[src/rtl/mips_multicycle_ctrl_pkg.sv]
// ============================================================================
// Module  : mips_multicycle_ctrl_pkg
// Brief   : Opcodes, state encodings and datapath select encodings shared by
//           the multicycle MIPS controller, its datapath and its bench.
// Revision: 1.0 - initial release
// ============================================================================
`default_nettype none

package mips_multicycle_ctrl_pkg;

  localparam logic [5:0] OPC_RTYPE = 6'h00;
  localparam logic [5:0] OPC_LW    = 6'h23;
  localparam logic [5:0] OPC_SW    = 6'h2B;
  localparam logic [5:0] OPC_BEQ   = 6'h04;
  localparam logic [5:0] OPC_J     = 6'h02;
  localparam logic [5:0] OPC_ADDI  = 6'h08;

  typedef enum logic [3:0] {
    ST_FETCH     = 4'd0,
    ST_DECODE    = 4'd1,
    ST_MEM_ADDR  = 4'd2,
    ST_MEM_READ  = 4'd3,
    ST_MEM_WB    = 4'd4,
    ST_MEM_WRITE = 4'd5,
    ST_R_EXEC    = 4'd6,
    ST_R_WB      = 4'd7,
    ST_BRANCH    = 4'd8,
    ST_JUMP      = 4'd9,
    ST_ADDI_EXEC = 4'd10,
    ST_ADDI_WB   = 4'd11
  } state_t;

  localparam logic [1:0] ALU_ADD   = 2'd0;
  localparam logic [1:0] ALU_SUB   = 2'd1;
  localparam logic [1:0] ALU_FUNCT = 2'd2;

  localparam logic [1:0] SRCB_B      = 2'd0;
  localparam logic [1:0] SRCB_FOUR   = 2'd1;
  localparam logic [1:0] SRCB_IMM    = 2'd2;
  localparam logic [1:0] SRCB_IMM_SH = 2'd3;

  localparam logic [1:0] PCSRC_ALU    = 2'd0;
  localparam logic [1:0] PCSRC_ALUOUT = 2'd1;
  localparam logic [1:0] PCSRC_JUMP   = 2'd2;

  typedef struct packed {
    logic       reg_dst;
    logic       reg_write;
    logic       mem_to_reg;
    logic       mem_read;
    logic       mem_write;
    logic       i_or_d;
    logic       ir_write;
    logic       pc_write;
    logic       pc_write_cond;
    logic [1:0] pc_source;
    logic       alu_src_a;
    logic [1:0] alu_src_b;
    logic [1:0] alu_op;
    logic       illegal_op;
    logic       instr_done;
  } ctrl_t;

  function automatic logic is_legal_op(input logic [5:0] op);
    return (op == OPC_RTYPE) || (op == OPC_LW) || (op == OPC_SW) ||
           (op == OPC_BEQ) || (op == OPC_J) || (op == OPC_ADDI);
  endfunction

endpackage

`default_nettype wire

[src/rtl/mips_ctrl_decode.sv]
// ============================================================================
// Module  : mips_ctrl_decode
// Brief   : Combinational state-to-control-vector decoder.
// Revision: 1.0 - initial release
// ============================================================================
`default_nettype none

module mips_ctrl_decode
  import mips_multicycle_ctrl_pkg::*;
(
  input  state_t     state,
  input  logic       mem_ready,
  input  logic [5:0] opcode,
  output ctrl_t      ctrl
);

  always_comb begin
    ctrl = '0;
    case (state)
      ST_FETCH: begin
        ctrl.mem_read  = 1'b1;
        ctrl.alu_src_b = SRCB_FOUR;
        ctrl.alu_op    = ALU_ADD;
        ctrl.pc_source = PCSRC_ALU;
        ctrl.ir_write  = mem_ready;
        ctrl.pc_write  = mem_ready;
      end
      ST_DECODE: begin
        ctrl.alu_src_b  = SRCB_IMM_SH;
        ctrl.illegal_op = !is_legal_op(opcode);
      end
      ST_MEM_ADDR: begin
        ctrl.alu_src_a = 1'b1;
        ctrl.alu_src_b = SRCB_IMM;
      end
      ST_MEM_READ: begin
        ctrl.mem_read = 1'b1;
        ctrl.i_or_d   = 1'b1;
      end
      ST_MEM_WB: begin
        ctrl.reg_write  = 1'b1;
        ctrl.mem_to_reg = 1'b1;
        ctrl.instr_done = 1'b1;
      end
      ST_MEM_WRITE: begin
        ctrl.mem_write  = 1'b1;
        ctrl.i_or_d     = 1'b1;
        ctrl.instr_done = mem_ready;
      end
      ST_R_EXEC: begin
        ctrl.alu_src_a = 1'b1;
        ctrl.alu_src_b = SRCB_B;
        ctrl.alu_op    = ALU_FUNCT;
      end
      ST_R_WB: begin
        ctrl.reg_write  = 1'b1;
        ctrl.reg_dst    = 1'b1;
        ctrl.instr_done = 1'b1;
      end
      ST_BRANCH: begin
        ctrl.alu_src_a     = 1'b1;
        ctrl.alu_src_b     = SRCB_B;
        ctrl.alu_op        = ALU_SUB;
        ctrl.pc_write_cond = 1'b1;
        ctrl.pc_source     = PCSRC_ALUOUT;
        ctrl.instr_done    = 1'b1;
      end
      ST_JUMP: begin
        ctrl.pc_write   = 1'b1;
        ctrl.pc_source  = PCSRC_JUMP;
        ctrl.instr_done = 1'b1;
      end
      ST_ADDI_EXEC: begin
        ctrl.alu_src_a = 1'b1;
        ctrl.alu_src_b = SRCB_IMM;
      end
      ST_ADDI_WB: begin
        ctrl.reg_write  = 1'b1;
        ctrl.instr_done = 1'b1;
      end
      default: ctrl = '0;
    endcase
  end

endmodule

`default_nettype wire

[src/rtl/mips_multicycle_ctrl.sv]
// ============================================================================
// Module  : mips_multicycle_ctrl
// Brief   : Multicycle MIPS control FSM: state register and next-state logic.
// Revision: 1.0 - initial release
// ============================================================================
`default_nettype none

module mips_multicycle_ctrl
  import mips_multicycle_ctrl_pkg::*;
(
  input  logic       clk,
  input  logic       rst_n,
  input  logic [5:0] opcode,
  input  logic       mem_ready,
  output logic       reg_dst,
  output logic       reg_write,
  output logic       mem_to_reg,
  output logic       mem_read,
  output logic       mem_write,
  output logic       i_or_d,
  output logic       ir_write,
  output logic       pc_write,
  output logic       pc_write_cond,
  output logic [1:0] pc_source,
  output logic       alu_src_a,
  output logic [1:0] alu_src_b,
  output logic [1:0] alu_op,
  output logic [3:0] state,
  output logic       illegal_op,
  output logic       instr_done
);

  state_t r_state;
  state_t w_next;
  ctrl_t  w_ctrl;
  ctrl_t  w_gated;

  always_ff @(posedge clk or negedge rst_n) begin
    if (!rst_n) r_state <= ST_FETCH;
    else        r_state <= w_next;
  end

  always_comb begin
    w_next = r_state;
    case (r_state)
      ST_FETCH:     if (mem_ready) w_next = ST_DECODE;
      ST_DECODE: begin
        case (opcode)
          OPC_LW, OPC_SW: w_next = ST_MEM_ADDR;
          OPC_RTYPE:      w_next = ST_R_EXEC;
          OPC_BEQ:        w_next = ST_BRANCH;
          OPC_J:          w_next = ST_JUMP;
          OPC_ADDI:       w_next = ST_ADDI_EXEC;
          default:        w_next = ST_FETCH;
        endcase
      end
      ST_MEM_ADDR:  w_next = (opcode == OPC_LW) ? ST_MEM_READ : ST_MEM_WRITE;
      ST_MEM_READ:  if (mem_ready) w_next = ST_MEM_WB;
      ST_MEM_WRITE: if (mem_ready) w_next = ST_FETCH;
      ST_R_EXEC:    w_next = ST_R_WB;
      ST_ADDI_EXEC: w_next = ST_ADDI_WB;
      default:      w_next = ST_FETCH;
    endcase
  end

  mips_ctrl_decode u_decode (
    .state     (r_state),
    .mem_ready (mem_ready),
    .opcode    (opcode),
    .ctrl      (w_ctrl)
  );

  // Outputs are gated by rst_n so writes drop the instant reset asserts.
  assign w_gated = rst_n ? w_ctrl : '0;

  assign reg_dst       = w_gated.reg_dst;
  assign reg_write     = w_gated.reg_write;
  assign mem_to_reg    = w_gated.mem_to_reg;
  assign mem_read      = w_gated.mem_read;
  assign mem_write     = w_gated.mem_write;
  assign i_or_d        = w_gated.i_or_d;
  assign ir_write      = w_gated.ir_write;
  assign pc_write      = w_gated.pc_write;
  assign pc_write_cond = w_gated.pc_write_cond;
  assign pc_source     = w_gated.pc_source;
  assign alu_src_a     = w_gated.alu_src_a;
  assign alu_src_b     = w_gated.alu_src_b;
  assign alu_op        = w_gated.alu_op;
  assign illegal_op    = w_gated.illegal_op;
  assign instr_done    = w_gated.instr_done;
  assign state         = rst_n ? r_state : 4'd0;

endmodule

`default_nettype wire
[config.mk]
export PLATFORM = sky130hd
export DESIGN_NAME = mips_multicycle_ctrl
export DESIGN_NICKNAME = d
export VERILOG_FILES = /design/src/rtl/mips_multicycle_ctrl_pkg.sv /design/src/rtl/mips_ctrl_decode.sv /design/src/rtl/mips_multicycle_ctrl.sv
export SDC_FILE = /design/constraint.sdc
export NUM_CORES = 1
export LEC_CHECK = 0
export ABC_AREA = 1
export BUFFER_PORTS_ARGS = -buffer_cell sky130_fd_sc_hd__buf_2
export CAP_MARGIN = 30
export CORE_UTILIZATION = 45
export DETAILED_ROUTE_END_ITERATION = 12
export PLACE_DENSITY = 0.74
export RECOVER_POWER = 25
export SLEW_MARGIN = 20
export SYNTH_ARGS = -nofsm -noshare
export SYNTH_HDL_FRONTEND = slang
export SYNTH_HIERARCHICAL = 1
export SYNTH_SLANG_ARGS = --single-unit
[constraint.sdc]
create_clock -name clk -period 1.3 [get_ports clk]
set_input_delay 0.13 -clock clk [delete_from_list [all_inputs] [get_ports clk]]
set_output_delay 0.13 -clock clk [all_outputs]
set_load 0.01 [all_outputs]
==> results of run 1 <==
==> through the flow <==
stage / utilization, % / TNS (ns)
2_1_floorplan: - / 0
3_3_place_gp: 62.4 / 0
3_5_place_dp: 62.4 / -0.0144
4_1_cts: 67.4 / -2.87
5_1_grt: 74.5 / -4.98
6_report: 74.5 / -2.95
==> where the power goes <==
group,internal [mW],switching [mW]
registers,0.152,0.0524
logic,0.303,0.456
clock network,0.104,0.0594
total,0.559,0.568
==> cells in the mapped netlist (all sizes together) <==
master,count
or2,1
dfrtp,4
inv,50
o21ai,4
o21bai,1
nand3,6
buf,2
nand4,4
nor2,27
nand3b,1
nor3,2
nand2,63
a21oi,1
clkbuf,2
o22ai,1
==> worst paths after layout <==
| path | slack, ns | depth (start not counted) | to |
|---|---|---|---|
| setup / recovery | -0.28 | 9 | instr_done |
| hold / removal | 0.27 | 4 | r_state[3] |
| setup reg to reg | -0.03 | 10 | r_state[0] |
| hold reg to reg | 0.83 | 4 | r_state[3] |
| max in group asynchronous | 0.57 | 2 | r_state[3] |
| min in group asynchronous | 0.53 | 2 | r_state[1] |
==> worst min-delay path: cells and delay by family <==
| kind | cells | cell delay (ns) |
|---|---|---|
| simple gates | 3 | 0.23 |
| buf+inv | 1 | 0.10 |
==> cell type report <==
type | count | area (sq um)
inverter | 50 | 193
fill | 142 | 402
timing repair buffer | 43 | 270
sequential | 4 | 104
multi-input combinational | 111 | 566
clock buffer | 3 | 22.5
tap | 16 | 20.0
==> layer usage <==
metal	vias to the layer above	GRT usage (%)
met2	25	40.3
met5	-	0
met4	0	10.9
li1	567	-
met3	2	2.86
met1	466	29.7
==> cells by family after synthesis <==
logic type      share of synthesized area [%]
compound gates                           4.86
flops                                    12.5
simple gates                             56.3
buf+inv                                  26.3
==> cell usage in the layout, fill, tap and decap left out, types with 2 or more instances in the layout <==
| cell | Yosys | routed |
|---|---|---|
| nand2_1 | 59 | 54 |
| o21ai_1 | 0 | 2 |
| buf_4 | 2 | 10 |
| nor2_1 | 24 | 16 |
| buf_6 | 0 | 4 |
| nor3_2 | 0 | 2 |
| nand3_1 | 5 | 5 |
| buf_2 | 0 | 28 |
| nand4_1 | 4 | 4 |
| o21ai_0 | 4 | 2 |
| nor2_2 | 2 | 7 |
| nand2_2 | 3 | 6 |
| inv_2 | 1 | 3 |
| nand2_4 | 1 | 3 |
| nor2_4 | 1 | 4 |
| dfrtp_2 | 0 | 3 |
| inv_1 | 49 | 46 |
| clkbuf_4 | 0 | 3 |
==> repair_timing <==
action                     4_1_cts  5_1_grt
setup endpoints to repair       20       23
gates cloned                     0        0
resized for setup               11       27
hold buffers                     1        0
buffers inserted                 5        3
hold endpoints to repair         4        0
pin swaps                        4       13
==> results.md, run 1 <==
* Max incr delay on CP at 0.42 ns
* Pwr Density at 959 nW/um^2
* Worst Tran Pin Value at between 0.3 and 0.4 ns
* Post-route DRC violation count at 2
* Post-Syn Nets at ~180
* Cells after synthesis at roughly 170
* Layout Nets at 222
* Crit share post-route at 122%
* R2R Path Start: r_state[1]
* Min Tclk post-route at 1.58 ns
* Wire per inst at ~10 microns
* Critical path buffers and inverters at 4
* WL final at 2.27 mm
* Crit path max-delay cell type: dfrtp_1
* RSZ-0062 raised after global routing: true
* Clock buffer depth at 2
* Outcome: finished, violations left
* Final hold viol count at 0
* Crit path required time at between 1 and 1.5 ns
* Iteration-0 DRC count of the detailed router at 30
* Routability Congestion at 0.861
* Number of global-route vias before repair at between 900 and 1000
* N_diodes at 0
* Clock latency on the worst-skew pair at between 0.2 and 0.3 ns
* Mean area per synthesized cell at 4.72 sq um
* Hold wc startpoint: opcode[4]
* CP top delay family: simple AND/OR/NAND/NOR gates
* All-Layer GR Usage at between 20% and 30%
* Max reg flops at 4
* Final ANT Viol Nets at 0
* Placed Cells at 216
* Dominant cells by area after synthesis: nand2_1 28%, inv_1 23%, dfrtp_1 13%
* Root buf cell: clkbuf_4
* Leakage at around 0.89 nW
* Synth warn at 6
* Average vias per placed instance at ~4.7
* Row Count at 14
* Vias at between 1000 and 1500
* Non-Filler Instances at approximately 230
* Core area at approximately 1600 sq um
* Sequential share of the synthesized area at between 10% and 20%
* Synthesized area at between 700 and 800 sq um
* Pre-CTS setup slack at -0.00828 ns
* Wire length on met2 at around 1.2 mm
* Total power draw at around 1.1 mW
* Die W at 44.1 microns
* Initial antenna violation count at 0
* Max VDD drop at between 0.7 and 0.8 mV
* Clk sink count at 4
* Critical path class: reg2out
* H-tree Lvls at 1
* Initial DRT Pass Iterations at 10
* Placed cell area at between 900 and 1000 sq um
* Critical Path Source: r_state[2]
* Synth top area share at around 28%
* Critical Path AT at ~1.5 ns
* Final instance area at 1170 sq um
* Post-DP HPWL at 1.57 mm
* First-pass GRT wire length at roughly 3.5 mm
* Top cell type by total area after synthesis: nand2_1
* Hold WS at 0.269 ns
* Initial Util at between 50 and 60%
* Flops & latches, synth at 4
* Failing checks: DRC, setup timing
* Element type at the critical path end: output port
* Max-Cap Viols at 0
* Met1 WL at between 1 and 1.5 mm
* DR WL met3 at around 71 microns
* CP startpoint kind: register
* Area growth syn-to-layout at 47.2%
* Final setup margin at -0.283 ns
* Regs by FF count: r_state (4)
* Share of cells above drive strength 1 at between 30% and 40%
* Top sig layer: met4
* Clock Pin Slew Worst Setup and Hold Paths at 0.03 ns
* Slew margin rel. at 77.3%
* Inserted Clock Buffers at 3
* Largest net degree at the start of global routing at 24
* Unique masters post-synth at 21
* Global route overflow at 0
* Final Max Tran Viols at 0
* F_max at ~630 MHz
* CTS tree: built
* Port Buffer Count at 30
* Boundary Pins at 31
* Tightest Hold Check Type: in2reg
* Critical path peak fanout at 5
* Die area at 1950 sq um
* Clock skew at 0.00839 ns
* Most flop-heavy register: r_state
* Crit-path cells: inv_2 -> nand2_4 -> or2_1 -> nand2_1 -> inv_1 -> nand2_1 -> nand2_1 -> inv_1 -> buf_6
* Final setup viols at 21
* Cell mode on critical path: nand2_1
* Die H at 44.1 microns
No activity file was read; power rests on OpenSTA's default activity.
==> run 2, diff against run 1 <==
--- a/config.mk
+++ b/config.mk
@@ -5,7 +5,6 @@
 export SDC_FILE = /design/constraint.sdc
 export NUM_CORES = 1
 export LEC_CHECK = 0
-export ABC_AREA = 1
 export BUFFER_PORTS_ARGS = -buffer_cell sky130_fd_sc_hd__buf_2
 export CAP_MARGIN = 30
 export CORE_UTILIZATION = 45
==> results.md, run 2 <==
* Outcome: finished, violations left
* Failing checks: setup timing
* Placed cell area at 1030 sq um (+4.5%)
* Final hold viol count at 0 (unchanged)
* H-tree Lvls at 1 (unchanged)
* Max-Cap Viols at 0 (unchanged)
* Final setup TNS at -5.66 ns (-2.71 ns)
* Post-synth top cells: 22 x and2_1, 9 x nor3_1, 8 x nand2_1, 7 x nor2_1, 6 x nand2b_1
* FILL cells at 63 (-56%)
* Commonest non-fill, non-tap cell in the layout: buf_2
* Leakage at 0.634 nW (-29%)
* Non-Filler Instances at 181 (-20%)
* Regs by FF count: r_state (4)
* Met3 GRT Util at 7.23% (+4.4 points)
* Min Tclk post-route at 1.73 ns (+0.150 ns)
* Root buf cell: clkbuf_4
* Port Buffer Count at 30 (unchanged)
* Initial Util at 49.0% (-1.6 points)
* Critical Path AT at 1.60 ns (+0.15 ns)
* Initial antenna violation count at 0 (unchanged)
* Top-count cell post-synth: and2_1
* Final Max Tran Viols at 0 (unchanged)
* Cells after synthesis at 106 (-37%)
* Max reg flops at 4 (unchanged)
* Area of the multi-input gates at 763 sq um (+35%)
* Dominant cells by area after synthesis: and2_1 18%, dfrtp_1 13%, nor3_1 6.0%
* Die W at 43.0 microns (-2.6%)
* Max VDD drop at 0.371 mV (-50%)
* Met2 Usage GRT at 50.9% (+11 points)
* Initial DRT Pass Iterations at 5 (-5)
* Sequential share of the synthesized area at 13.2% (+0.71 points)
* Final setup viols at 24 (+14%)
* Final Util at 92.2% (+18 points)
* Post-DP HPWL at 1.61 mm (+2.5%)
* Crit path required time at 1.17 ns (about the same)
* Clock buffer depth at 2 (unchanged)
* Critical path peak fanout at 7 (+2)
* Unique masters post-synth at 38 (+81%)
* Register Area at 105 sq um (+1.2%)
* Element type at the critical path end: output port
* Vias at 1160 (+9.4%)
* Flops & latches, synth at 4 (unchanged)
* Core area at 1540 sq um (-2.2%)
* Row Count at 14 (unchanged)
* Pwr Density at 580 nW/um^2 (-40%)
* Share of cells above drive strength 1 at 61.2% (+25 points)
* All-Layer GR Usage at 28.6% (+4.9 points)
* GR Util met1 at 33.3% (+3.7 points)
* Synthesized area at 756 sq um (-5.3%)
* Mean area per synthesized cell at 7.13 sq um (+51%)
* First-pass GRT wire length at 3.98 mm (+14%)
* Most flop-heavy register: r_state
* Synth top area share at 18.2% (-9.5 points)
* Number of global-route vias before repair at 899 (-0.88%)
* CTS tree: built
* Final setup margin at -0.433 ns (-0.150 ns)
* Area growth syn-to-layout at 88.1%
* Die area at 1850 sq um (-5.1%)
* Largest net degree at the start of global routing at 24 (unchanged)
* F_max at 577 MHz (-8.7%)
* Clock Pin Slew Worst Setup and Hold Paths at 0.05 ns (+0.02 ns)
* Routability Congestion at 0.858 (-0.31%)
* CP startpoint kind: register
* Clock skew at 0.00744 ns (-0.000943 ns)
* Clk sink count at 4 (unchanged)
* Iteration-0 DRC count of the detailed router at 68 (+130%)
* Hold WS at 0.306 ns (+0.0374 ns)
* Final instance area at 1420 sq um (+21%)
* Final ANT Viol Nets at 0 (unchanged)
* Average vias per placed instance at 6.41 (+37%)
* Top cell type by total area after synthesis: and2_1
* Boundary Pins at 31 (unchanged)
* Die H at 43.0 microns (-2.6%)
* Critical path class: reg2out
* Clock latency on the worst-skew pair at 0.25 ns (about the same)
* Tightest Hold Check Type: in2reg
* N_diodes at 0 (unchanged)
* Worst Tran Pin Value at 0.372 ns (+0.0317 ns)
* Post-synth EDFFs at 0 (unchanged)
* Slew margin rel. at 75.0% (-2.3 points)
* WL final at 3.74 mm (+64%)
* Most frequent cells in the layout: 28 x buf_2, 21 x and2_1, 18 x buf_4
* Layout Nets at 175 (-21%)
* Synth Flop Type: dfrtp_1
* Wire per inst at 20.7 microns (+110%)
* Post-synth ARST share at 100% (unchanged)
* Global route overflow at 0 (unchanged)
* Post-route DRC violation count at 0 (-2)
* Crit share post-route at 133% (+12 points)
* GRT busiest layer: met2
* Post-Syn Nets at 115 (-35%)
* Inserted Clock Buffers at 3 (unchanged)
* Placed Cells at 162 (-25%)
* RSZ-0062 raised after global routing: true
* Synth warn at 6 (unchanged)
run 2: through the flow:
stage               power (mW)  worst slack, ns
floorplan                0.343          -0.0611
global placement         0.454          -0.0687
detailed placement       0.469           -0.125
CTS                      0.710           -0.285
global route             0.856           -0.438
finish                   0.824           -0.433
run 2: kinds of logic (layout without fill, tap and decap cells):
family,Yosys count,in the layout,share of synthesized area [%]
AND/OR/NAND/NOR,64,64,51.2
AO/OA/AOI/OAI,21,21,20.7
buffers and inverters,13,72,9.93
flip-flops,4,4,13.2
XOR/XNOR,2,2,2.32
adder cells (fa/ha/maj),1,1,1.32
multiplexers,1,1,1.32
run 2: report_power, final:
| part | switching, mW | internal (mW) | total [mW] |
|---|---|---|---|
| Sequential | 0.0233 | 0.134 | 0.158 |
| Combinational | 0.244 | 0.240 | 0.484 |
| Clock | 0.0666 | 0.116 | 0.183 |
| Total | 0.334 | 0.491 | 0.824 |
run 2: path summary, 6_finish.rpt:
check | slack [ns] | depth (start not counted) | endpoint | start
max | -0.43 | 5 | pc_write | r_state[0]
min reg2reg | 0.74 | 3 | r_state[2] | r_state[3]
max reg2reg | -0.37 | 6 | r_state[2] | r_state[2]
min in group asynchronous | 0.50 | 2 | r_state[2] | rst_n
max in group asynchronous | 0.59 | 2 | r_state[1] | rst_n
min | 0.31 | 3 | r_state[1] | opcode[2]
run 2: routing by layer:
metal  routed length (microns)  up-vias
met4                       231        0
li1                          -      493
met1                      1300      534
met3                       353       29
met5                         0        -
met2                      1860      104
run 2: critical path, stage by stage, from the launching register on:
cell and delay [ns]:
dfrtp_2 0.48, buf_6 0.16, o21a_1 0.20, nor3_1 0.21
and2_1 0.18, buf_2 0.14
run 2: layout make-up:
| cell class | count | area share, % |
|---|---|---|
| clock buffer | 4 | 1.85 |
| inverter | 4 | 1.23 |
| multi-input combinational | 89 | 53.7 |
| sequential | 4 | 7.39 |
| tap | 16 | 1.41 |
| timing repair buffer | 64 | 34.4 |
run 2: timing repair:
action                                 CTS  global route
gates cloned                             0             0
endpoints found under the hold margin    4             0
setup endpoints to repair               21            25
buffers inserted                         7             8
pin swaps                               11            13
hold buffers                             1             0
gates resized for setup                 27            30
==> run 3, diff against run 2 <==
--- a/config.mk
+++ b/config.mk
@@ -7,6 +7,7 @@
 export LEC_CHECK = 0
 export BUFFER_PORTS_ARGS = -buffer_cell sky130_fd_sc_hd__buf_2
 export CAP_MARGIN = 30
+export CORE_MARGIN = 3
 export CORE_UTILIZATION = 45
 export DETAILED_ROUTE_END_ITERATION = 12
 export PLACE_DENSITY = 0.74
==> results.md, run 3 (synthesis gave the netlist of run 2 again) <==
* R2R Path Start: r_state[1]
* Reg-to-reg endpoint: r_state[2]
* RSZ-0062 raised after global routing: true
* Most flop-heavy register: r_state
* N_diodes at 0 (unchanged)
* Initial Util at 49.0% (unchanged)
* Clock skew at 0.00326 ns (-0.00419 ns)
* Critical path peak fanout at 6 (-1)
* Failing checks: setup timing
* Final hold viol count at 0 (unchanged)
* Most frequent cells in the layout: 29 x buf_2, 21 x and2_1, 21 x buf_4
* Largest net degree at the start of global routing at 24 (unchanged)
* Inserted Clock Buffers at 3 (unchanged)
* Row Count at 14 (unchanged)
* Boundary Pins at 31 (unchanged)
* H-tree Lvls at 1 (unchanged)
* Global route overflow at 0 (unchanged)
* Final Max Tran Viols at 0 (unchanged)
* Clk sink count at 4 (unchanged)
* Layout Nets at 170 (-2.9%)
* Outcome: finished, violations left
* Regs by FF count: r_state (4)
* Area growth syn-to-layout at 70.2%
* Placed cell area at 1030 sq um (unchanged)
* Commonest non-fill, non-tap cell in the layout: buf_2
* Worst Tran Pin Value at 0.314 ns (-0.0581 ns)
* Slew margin rel. at 79.0% (+3.9 points)
* Routability Congestion at 0.884 (+3.0%)
* WL final at 2.56 mm (-31%)
* Crit path required time at 1.17 ns (about the same)
* Post-route DRC violation count at 0 (unchanged)
* Reg2Reg Setup Slack at -0.17 ns (+0.20 ns)
* F_max at 631 MHz (+9.4%)
* First-pass GRT wire length at 3.49 mm (-12%)
* Port Buffer Count at 30 (unchanged)
* Pwr Density at 576 nW/um^2 (-0.69%)
* Die area at 2210 sq um (+19%)
* Max VDD drop at 0.390 mV (+4.9%)
* Max reg flops at 4 (unchanged)
* Final instance area at 1290 sq um (-9.5%)
* Hold wc startpoint: opcode[5]
* All-Layer GR Usage at 22.0% (-6.6 points)
* Worst R2R Path Depth at 5 (-1)
* Leakage at 0.582 nW (-8.1%)
* CTS tree: built
* CP startpoint kind: register
* Initial antenna violation count at 0 (unchanged)
* Core area at 1540 sq um (unchanged)
* Min Tclk post-route at 1.58 ns (-0.149 ns)
* Clock buffer depth at 2 (unchanged)
* Vias at 1013 (-13%)
* Number of global-route vias before repair at 819 (-8.9%)
* Root buf cell: clkbuf_4
* Hold WS at 0.248 ns (-0.0583 ns)
* Final ANT Viol Nets at 0 (unchanged)
* Initial DRT Pass Iterations at 4 (-1)
* Hold depth at 4 (+1)
* Final setup viols at 22 (-8.3%)
* Critical path class: reg2out
* Share of cells above drive strength 1 at 56.3% (-5.0 points)
* Wire per inst at 14.6 microns (-30%)
* Clock Pin Slew Worst Setup and Hold Paths at 0.04 ns (about the same)
* Die W at 47.0 microns (+9.3%)
* Average vias per placed instance at 5.76 (-10%)
* Total power draw at 0.741 mW (-10%)
* Clock latency on the worst-skew pair at 0.24 ns (about the same)
* Worst Hold End: r_state[3]
* Die H at 47.0 microns (+9.3%)
* Crit share post-route at 122% (-11 points)
* Iteration-0 DRC count of the detailed router at 24 (-65%)
* Max-Cap Viols at 0 (unchanged)
* Final setup margin at -0.284 ns (+0.149 ns)
* Post-DP HPWL at 1.57 mm (-2.4%)
* Element type at the critical path end: output port
* Tightest Hold Check Type: in2reg
* Final setup TNS at -4.14 ns (+1.53 ns)
* Critical Path AT at 1.45 ns (-0.15 ns)
## run 3: per-stage QoR
stage,utilization (%),std cells,setup slack (ns)
2_1_floorplan,-,106,-0.0611
3_3_place_gp,66.6,162,-0.0704
3_5_place_dp,66.6,162,-0.0969
4_1_cts,73.2,170,-0.273
5_1_grt,83.4,176,-0.334
6_report,83.4,176,-0.284
## run 3: cell type report
| type | count | area (sq um) |
|---|---|---|
| fill | 82 | 255 |
| multi-input combinational | 89 | 711 |
| clock buffer | 4 | 26.3 |
| inverter | 4 | 15.0 |
| sequential | 4 | 108 |
| tap | 16 | 20.0 |
| timing repair buffer | 59 | 407 |
## run 3: report_power, final
part           switching [mW]  total, mW  internal, mW  leakage, nW
clock                  0.0533      0.169         0.115       0.0150
combinational           0.195      0.419         0.223        0.520
sequential             0.0184      0.154         0.135       0.0477
## run 3: critical path: stages, from the launching register on
cell	delay [ns]
dfrtp_2	0.45
or3b_4	0.40
a21oi_2	0.13
and2_4	0.15
buf_6	0.09
## run 3: layer usage
layer / vias up / share of wire, % / track usage, %
met5: - / 0 / 0
met4: 0 / 1.6 / 3.31
met3: 8 / 6.1 / 4.60
met2: 51 / 48 / 39.3
met1: 468 / 44 / 27.5
li1: 486 / - / -
## run 3: what timing repair did
| item | CTS | global route |
|---|---|---|
| endpoints found under the setup margin | 22 | 24 |
| pin swaps | 4 | 8 |
| cloned | 0 | 0 |
| hold buffers | 1 | 0 |
| endpoints found under the hold margin | 4 | 0 |
| setup buffers | 3 | 6 |
| gates resized for setup | 10 | 29 |
## run 3: how the worst max path moves through the flow
stage / to / cells past startpoint / start
4_1_cts: pc_write / 5 / r_state[0]
3_3_place_gp: alu_src_b[1] / 4 / r_state[3]
5_1_grt: alu_src_b[1] / 4 / r_state[3]
2_1_floorplan: alu_src_b[1] / 4 / r_state[1]
3_5_place_dp: r_state[1] / 4 / r_state[1]
6_report: alu_src_b[1] / 4 / r_state[3]
